<file path="config.mk">
export PLATFORM = sky130hd
export DESIGN_NAME = td4_core_flat
export DESIGN_NICKNAME = d
export VERILOG_FILES = /design/src/rtl/td4_pkg.sv /design/src/rtl/td4_if.sv /design/src/rtl/td4_decode.sv /design/src/rtl/td4_core.sv /design/src/flat_wrapper.sv
export SDC_FILE = /design/constraint.sdc
export NUM_CORES = 1
export LEC_CHECK = 0
export CORE_MARGIN = 4
export CORE_UTILIZATION = 25
export DETAILED_ROUTE_END_ITERATION = 7
export PLACE_DENSITY = 0.56
export SLEW_MARGIN = 20
export SYNTH_ARGS = -nofsm -noshare
export SYNTH_HDL_FRONTEND = slang
export SYNTH_HIERARCHICAL = 1
export SYNTH_SLANG_ARGS = --single-unit
</file>
<file path="constraint.sdc">
create_clock -name clk -period 3.2 [get_ports clk]
set_input_delay 0.8 -clock clk [delete_from_list [all_inputs] [get_ports clk]]
set_output_delay 0.8 -clock clk [all_outputs]
set_load 0.005 [all_outputs]
</file>
<file path="src/rtl/td4_pkg.sv">
// Shared definitions for the TD4 core: widths, opcode encodings and the
// decoded-control bundle passed from the decoder to the datapath.
package td4_pkg;

    localparam int DATA_W = 4;
    localparam int ADDR_W = 4;
    localparam int INSN_W = 8;

    typedef enum logic [3:0] {
        OP_ADD_A  = 4'b0000,
        OP_MOV_AB = 4'b0001,
        OP_IN_A   = 4'b0010,
        OP_MOV_AI = 4'b0011,
        OP_MOV_BA = 4'b0100,
        OP_ADD_B  = 4'b0101,
        OP_IN_B   = 4'b0110,
        OP_MOV_BI = 4'b0111,
        OP_OUT_B  = 4'b1001,
        OP_OUT_I  = 4'b1011,
        OP_JNC    = 4'b1110,
        OP_JMP    = 4'b1111
    } op_e;

    typedef enum logic [1:0] {
        SRC_A,
        SRC_B,
        SRC_IN,
        SRC_ZERO
    } src_e;

    typedef enum logic [1:0] {
        DST_A,
        DST_B,
        DST_OUT,
        DST_PC
    } dst_e;

    typedef struct packed {
        src_e src_sel;
        dst_e dst_sel;
        logic is_jmp;
        logic is_jnc;
        logic valid;
    } ctrl_t;

endpackage

</file>
<file path="src/rtl/td4_if.sv">
// Program-memory bus: the core drives the address, the ROM answers
// combinationally with the instruction byte.
import td4_pkg::*;

interface td4_if;
    logic [ADDR_W-1:0] rom_addr;
    logic [INSN_W-1:0] rom_data;

    modport master (output rom_addr, input rom_data);
    modport slave  (input rom_addr, output rom_data);
endinterface

</file>
<file path="src/rtl/td4_decode.sv">
// Purely combinational opcode decoder: maps rom_data[7:4] to the ALU source,
// the destination and the jump qualifiers. Undefined opcodes come out invalid.
import td4_pkg::*;

module td4_decode (
    input  logic [3:0] i_opcode,
    output ctrl_t      o_ctrl
);

    always_comb begin
        o_ctrl = '{src_sel: SRC_ZERO, dst_sel: DST_PC, is_jmp: 1'b0, is_jnc: 1'b0, valid: 1'b0};
        case (i_opcode)
            OP_ADD_A:  o_ctrl = '{SRC_A,    DST_A,   1'b0, 1'b0, 1'b1};
            OP_MOV_AB: o_ctrl = '{SRC_B,    DST_A,   1'b0, 1'b0, 1'b1};
            OP_IN_A:   o_ctrl = '{SRC_IN,   DST_A,   1'b0, 1'b0, 1'b1};
            OP_MOV_AI: o_ctrl = '{SRC_ZERO, DST_A,   1'b0, 1'b0, 1'b1};
            OP_MOV_BA: o_ctrl = '{SRC_A,    DST_B,   1'b0, 1'b0, 1'b1};
            OP_ADD_B:  o_ctrl = '{SRC_B,    DST_B,   1'b0, 1'b0, 1'b1};
            OP_IN_B:   o_ctrl = '{SRC_IN,   DST_B,   1'b0, 1'b0, 1'b1};
            OP_MOV_BI: o_ctrl = '{SRC_ZERO, DST_B,   1'b0, 1'b0, 1'b1};
            OP_OUT_B:  o_ctrl = '{SRC_B,    DST_OUT, 1'b0, 1'b0, 1'b1};
            OP_OUT_I:  o_ctrl = '{SRC_ZERO, DST_OUT, 1'b0, 1'b0, 1'b1};
            OP_JNC:    o_ctrl = '{SRC_ZERO, DST_PC,  1'b0, 1'b1, 1'b1};
            OP_JMP:    o_ctrl = '{SRC_ZERO, DST_PC,  1'b1, 1'b0, 1'b1};
            default:   ;
        endcase
    end

endmodule

</file>
<file path="src/rtl/td4_core.sv">
// Single-cycle TD4 execution core: registers A/B, carry flag, output latch
// and PC, one instruction per enabled clock from a combinational ROM.
import td4_pkg::*;

module td4_core (
    input  logic              clk,
    input  logic              rst_n,
    input  logic              en,
    td4_if.master             rom,
    input  logic [DATA_W-1:0] in_port,
    output logic [DATA_W-1:0] out_port,
    output logic [ADDR_W-1:0] pc_dbg
);

    logic [ADDR_W-1:0] r_pc;
    logic [DATA_W-1:0] r_a;
    logic [DATA_W-1:0] r_b;
    logic [DATA_W-1:0] r_out;
    logic              r_c;

    ctrl_t             w_ctrl;
    logic [DATA_W-1:0] w_im;
    logic [DATA_W-1:0] w_src;
    logic [DATA_W:0]   w_sum;
    logic              w_jump;

    td4_decode u_decode (
        .i_opcode (rom.rom_data[7:4]),
        .o_ctrl   (w_ctrl)
    );

    assign w_im = rom.rom_data[3:0];

    always_comb begin
        w_src = '0;
        case (w_ctrl.src_sel)
            SRC_A:   w_src = r_a;
            SRC_B:   w_src = r_b;
            SRC_IN:  w_src = in_port;
            default: w_src = '0;
        endcase
    end

    assign w_sum  = {1'b0, w_src} + {1'b0, w_im};
    // JNC looks at the flag left by the previous instruction, not this one's carry.
    assign w_jump = w_ctrl.valid && (w_ctrl.is_jmp || (w_ctrl.is_jnc && !r_c));

    always_ff @(posedge clk or negedge rst_n) begin
        if (!rst_n) begin
            r_pc  <= '0;
            r_a   <= '0;
            r_b   <= '0;
            r_out <= '0;
            r_c   <= 1'b0;
        end else if (en) begin
            r_pc <= w_jump ? w_im : r_pc + 4'd1;
            if (w_ctrl.valid) begin
                r_c <= w_sum[DATA_W];
                case (w_ctrl.dst_sel)
                    DST_A:   r_a   <= w_sum[DATA_W-1:0];
                    DST_B:   r_b   <= w_sum[DATA_W-1:0];
                    DST_OUT: r_out <= w_sum[DATA_W-1:0];
                    default: ;
                endcase
            end
        end
    end

    assign rom.rom_addr = r_pc;
    assign pc_dbg       = r_pc;
    assign out_port     = r_out;

endmodule

</file>
<file path="src/flat_wrapper.sv">
// flat-port wrapper written by rule: the top's interface ports become plain ports
module td4_core_flat 
  (clk, rst_n, en, in_port, out_port, pc_dbg, rom_rom_addr, rom_rom_data);
  td4_if rom_i ();
  input  logic clk;
  input  logic rst_n;
  input  logic en;
  input  logic [DATA_W-1:0] in_port;
  output logic [DATA_W-1:0] out_port;
  output logic [ADDR_W-1:0] pc_dbg;
  output wire logic [$bits(rom_i.rom_addr)-1:0] rom_rom_addr;
  input wire logic [$bits(rom_i.rom_data)-1:0] rom_rom_data;
  assign rom_rom_addr = rom_i.rom_addr;
  assign rom_i.rom_data = rom_rom_data;
  td4_core u_core (.clk(clk), .rst_n(rst_n), .en(en), .rom(rom_i), .in_port(in_port), .out_port(out_port), .pc_dbg(pc_dbg));
endmodule
</file>
# == After elaboration in Yosys (flattened, before gate mapping) ==
# Cells that the tools add are included.
# totals
ff_bits,17
output_inout_bits,12
elab_cells,36
# classes
addsub,2
muxes,3
eq_ne,15
n_reduce_logical,11
# op_table
cell,count
7-bit one-hot mux with 12 select lines,1
"4-bit by 3-bit == test with 1-bit output, second input constant",4
"4-bit == test, second input constant",4
4-bit one-hot mux with 3 select lines,1
3-bit AND reduction,3
"4-bit by 2-bit == test with 1-bit output, second input constant",2
4-bit by 4-bit adder with 5-bit output,1
"4-bit by 1-bit adder with 4-bit output, second input constant",1
"2-bit by 1-bit == test with 1-bit output, second input constant",2
"2-bit == test, second input constant",2
"4-bit by 1-bit == test with 1-bit output, second input constant",1
2-bit zero test,2
4-bit zero test,1
4-bit 2-to-1 mux,1
1-bit logical AND,2
2-bit AND reduction,1
1-bit zero test,1
1-bit logical OR,1

# == Depth between registers and ports, before layout ==
# logic_depth
ltp_word,6
mapped_depth,12

# == By module ==
# Netlist, hierarchy kept.
# modules_own_cells
mod,seq_area_each_um2,cells_per_inst,n_inst,area_per_inst_um2
td4_core,425.4,95,1,991.0
td4_decode,0.0,11,1,58.8

# == Least setup slack after synthesis ==
# Ideal clock, no wire load.
# synth_path
kind,input to register
from,input rom_rom_data[6]
to,register u_core.r_a[3]
arrival_ns,2.602
n_path_buf,1
setup_slack_ns,0.473
setup_time_ns,0.125
stages,12
path_cell_list,nand2b_1 > a21o_1 > buf_2 > mux2i_1 > nor2_1 > a21oi_1 > inv_1 > ha_1 > a21o_1 > a21oi_2 > xnor2_1 > mux2_2
# synth_rtl
item,line_no,text
"start, declared",flat_wrapper.sv:12,input wire logic [$bits(rom_i.rom_data)-1:0] rom_rom_data;
"end signal, assigned",td4_core.sv:60,DST_A: r_a <= w_sum[DATA_W-1:0];
"end, declared",td4_core.sv:16,logic [DATA_W-1:0] r_a;

==> flow_summary.yaml <==
outcome:
  status: "finished clean"
floorplanning:
  ios: 27
  die_h_um: 72.8
  fp-row-count: 23
  core-area_sq_um: 4030
  dieArea_sq_um: 5300
  fp.dieW_um: 72.8
  start_util_pct: 26.1
clock_tree:
  cts_tree: "done"
  holdBufCountCts: 0
  clk_latency_ns: 0.25
  clock-sinks: 17
  cts_setup_buffers: 0
  cts-resized-gates: 0
  h-tree-depth: 1
  clockRootBuffer: "clkbuf_8"
  clock_path_buffers: 2
  cts_buffers: 3
  clk_pin_slew_ns: 0.07
min_path:
  worstHoldPathType: "reg2reg"
final_layout:
  area_delta_synth_final_pct: 35.3
  antenna_cells: 0
  drive_above_1_share_pct: 14.1
  fin_util_pct: 35.2
  stdcell_area_sq_um: 1420
  fin_nets: 157
logic_synthesis:
  seq_area_frac_synth_pct: 40.5
  synth_common_cells: "dfrtp_1, nand2_1, mux2i_1, o21ai_0"
  syn_inst: 106
  syn_avg_cell_area_sq_um: 9.90
  synth_warnings: 6
  synthAdderAreaFrac_pct: 7.87
  synth_top_family_by_area: "simple AND/OR/NAND/NOR gates"
  yosysTopAreaCell: "dfrtp_1"
  ys_ff_latch: 17
  synth_nets: 127
  synth_top_area_share_pct: 40.5
  synth_compound_area_share_pct: 13.1
  syn_area_sq_um: 1050
  netlist_top_cells_area: "dfrtp_1, mux2i_1, mux2_2, ha_1, nand2_1"
  synthSimpleGateAreaFrac_pct: 16.9
  muxShareOfSynthArea_pct: 14.1
  synth-xor-area-share_pct: 1.67
  synthFlopType: "dfrtp_1"
  yosysMostFrequentCell: "dfrtp_1"
  ys_types: 30
  async_flop_share_pct: 100
  synth_edf_count: 0
placement:
  port_buffers: 26
  post_dp_cell_area_sq_um: 1380
  dp_hpwl_um: 1860
  gp_congestion: 0.799
power_and_ir_drop:
  clkPwrFrac_pct: 18.7
  p_sw_mw: 0.257
  combPwrFrac_pct: 39.3
  pwr_density_cell_nw_per_um2: 605
  vdd_drop_max_mv: 0.291
  intPower_mw: 0.603
  power_frac_seq_pct: 41.9
  netSwitchingFraction_pct: 29.9
  leakage_nw: 0.633
setup_path:
  cp_slowest_cell: "clkdlybuf4s50_1"
  arrival_ns: 3.06
  slowest_delay_ns: 0.49
  worstSetupPathType: "in2reg"
  crit_path_max_fanout: 3
  cp-start-kind: "primary input"
  cp.required_ns: 3.34
  crit_chain: "clkdlybuf4s50_1 > nand2b_1 > a21o_1 > mux2i_1 > nor2_1 > a21oi_1 > inv_1 > ha_1 > a21o_1 > a21oi_2 > xnor2_1 > mux2_2"
  r2r_slack_ns: 1.32
  end_kind: "flip-flop"
  cpMostUsedCell: "a21o_1"
global_route:
  grt_pass1_vias: 912
  grt_usage_pct: 10.1
  grt_pass1_wl_um: 4020
  grt_max_degree: 18
  grt_overflow: 0
  antenna_found_initial: 0
routing:
  vias: 845
  drc_errors: 0
  viasPerCell: 4.57
  routedWlPerCell_um: 12.6
  ant_nets: 0
  drt_pass1_iterations: 4
  dr.first_iter.drc_count: 20
  wl_um: 2330
sta:
  whs_ns: 0.494
  tns_ns: 0
  fin_worst_skew_ns: 0.00208
  timing.fmax_mhz: 342
  maxSlewHeadroom_pct: 47.8
  setup_viol: 0
  rsz0062_at_grt: "false"
  fin_crit_sh_pct: 91.4
  final_hold_viol_count: 0
  maxSlewViolCount: 0
  tightestPinTransition_ns: 0.781
  fin_crit_ns: 2.92
flow_run:
  drv_cap: 0
per-stage QoR:
stage                     instances  power [mW]  setup WS, ns
after floorplan                 106       0.543         0.473
after global placement          181       0.701        0.0698
after detailed placement        181       0.707     -0.000556
after CTS                       185       0.875         0.269
after global routing            185       0.934        0.0672
final                           185       0.859         0.275
layer usage:
metal	up-vias	part of all wire, %	wire length (um)	GRT usage (%)
met4	0	2.2	52	4.51
met3	6	4.3	101	3.03
li1	420	-	-	-
met2	25	49	1140	16.7
met5	-	0	0	0
met1	394	44	1040	12.0
placed cells by master (no fill, tap or decap), drive strengths merged:
master         netlist  routed
nand2b               4       4
buf                  5       6
nand3                2       2
a2bb2oi              2       2
a21boi               2       2
xor2                 1       1
inv                  5       5
xnor2                1       1
nor2b                3       3
mux2i                8       8
nand2               12      12
nand3b               1       1
a21o                 2       2
nand4                1       1
nand4b               2       2
clkbuf               2       4
ha                   5       5
clkdlybuf4s50        0      26
nor2                 6       6
fa                   1       1
nor3                 1       1
or2                  1       1
o211ai               1       1
mux2                 6       6
o21ai                9       9
dfrtp               17      17
a21oi                6       6
final timing paths:
path / from / endpoint / cells after the start
setup reg to reg: u_core/r_a[1] / u_core/r_a[3] / 9
hold / removal: u_core/r_b[2] / u_core/r_b[2] / 2
max in group asynchronous: rst_n / u_core/pc_dbg[2] / 1
min in group asynchronous: rst_n / u_core/out_port[0] / 1
hold reg to reg: u_core/r_b[2] / u_core/r_b[2] / 2
setup / recovery: rom_rom_data[6] / u_core/r_a[3] / 12
power groups by stage:
stage               clock network (mW)  registers [mW]  logic, mW
CTS                              0.169           0.362      0.344
floorplan                            0           0.353      0.189
global placement                     0           0.362      0.339
detailed placement                   0           0.365      0.342
finish                           0.161           0.360      0.338
global route                     0.180           0.378      0.377
registers in the layout, summed over array words and instances, names as in the netlist:
name	count
u_core/out_port	4
u_core/pc_dbg	4
u_core/r_a	4
u_core/r_b	4
u_core/r_c	1
area by class of cell:
| class | count | area (sq um) |
|---|---|---|
| fillers | 413 | 2610 |
| clock buffers | 4 | 45.0 |
| inverters | 5 | 18.8 |
| multi-input cells | 77 | 563 |
| flip-flops and latches | 17 | 425 |
| repair buffers | 32 | 305 |
| well taps | 50 | 62.6 |
logic make-up after synthesis:
| kind of cell | after synthesis |
|---|---|
| mux | 14 |
| buf+inv | 12 |
| compound gates | 22 |
| flops | 17 |
| simple gates | 33 |
| fa+ha+maj | 6 |
| xor+xnor | 2 |
worst max-delay path: cells and delay by family:
kind,cells,cell delay (ns)
AOI/OAI and AO/OA,4,0.67
buffers and inverters,2,0.56
muxes,2,0.47
adders and majority gates,1,0.27
and+or+nand+nor,2,0.18
xor gates and xnor gates,1,0.11
No activity file was read; power rests on OpenSTA's default activity.
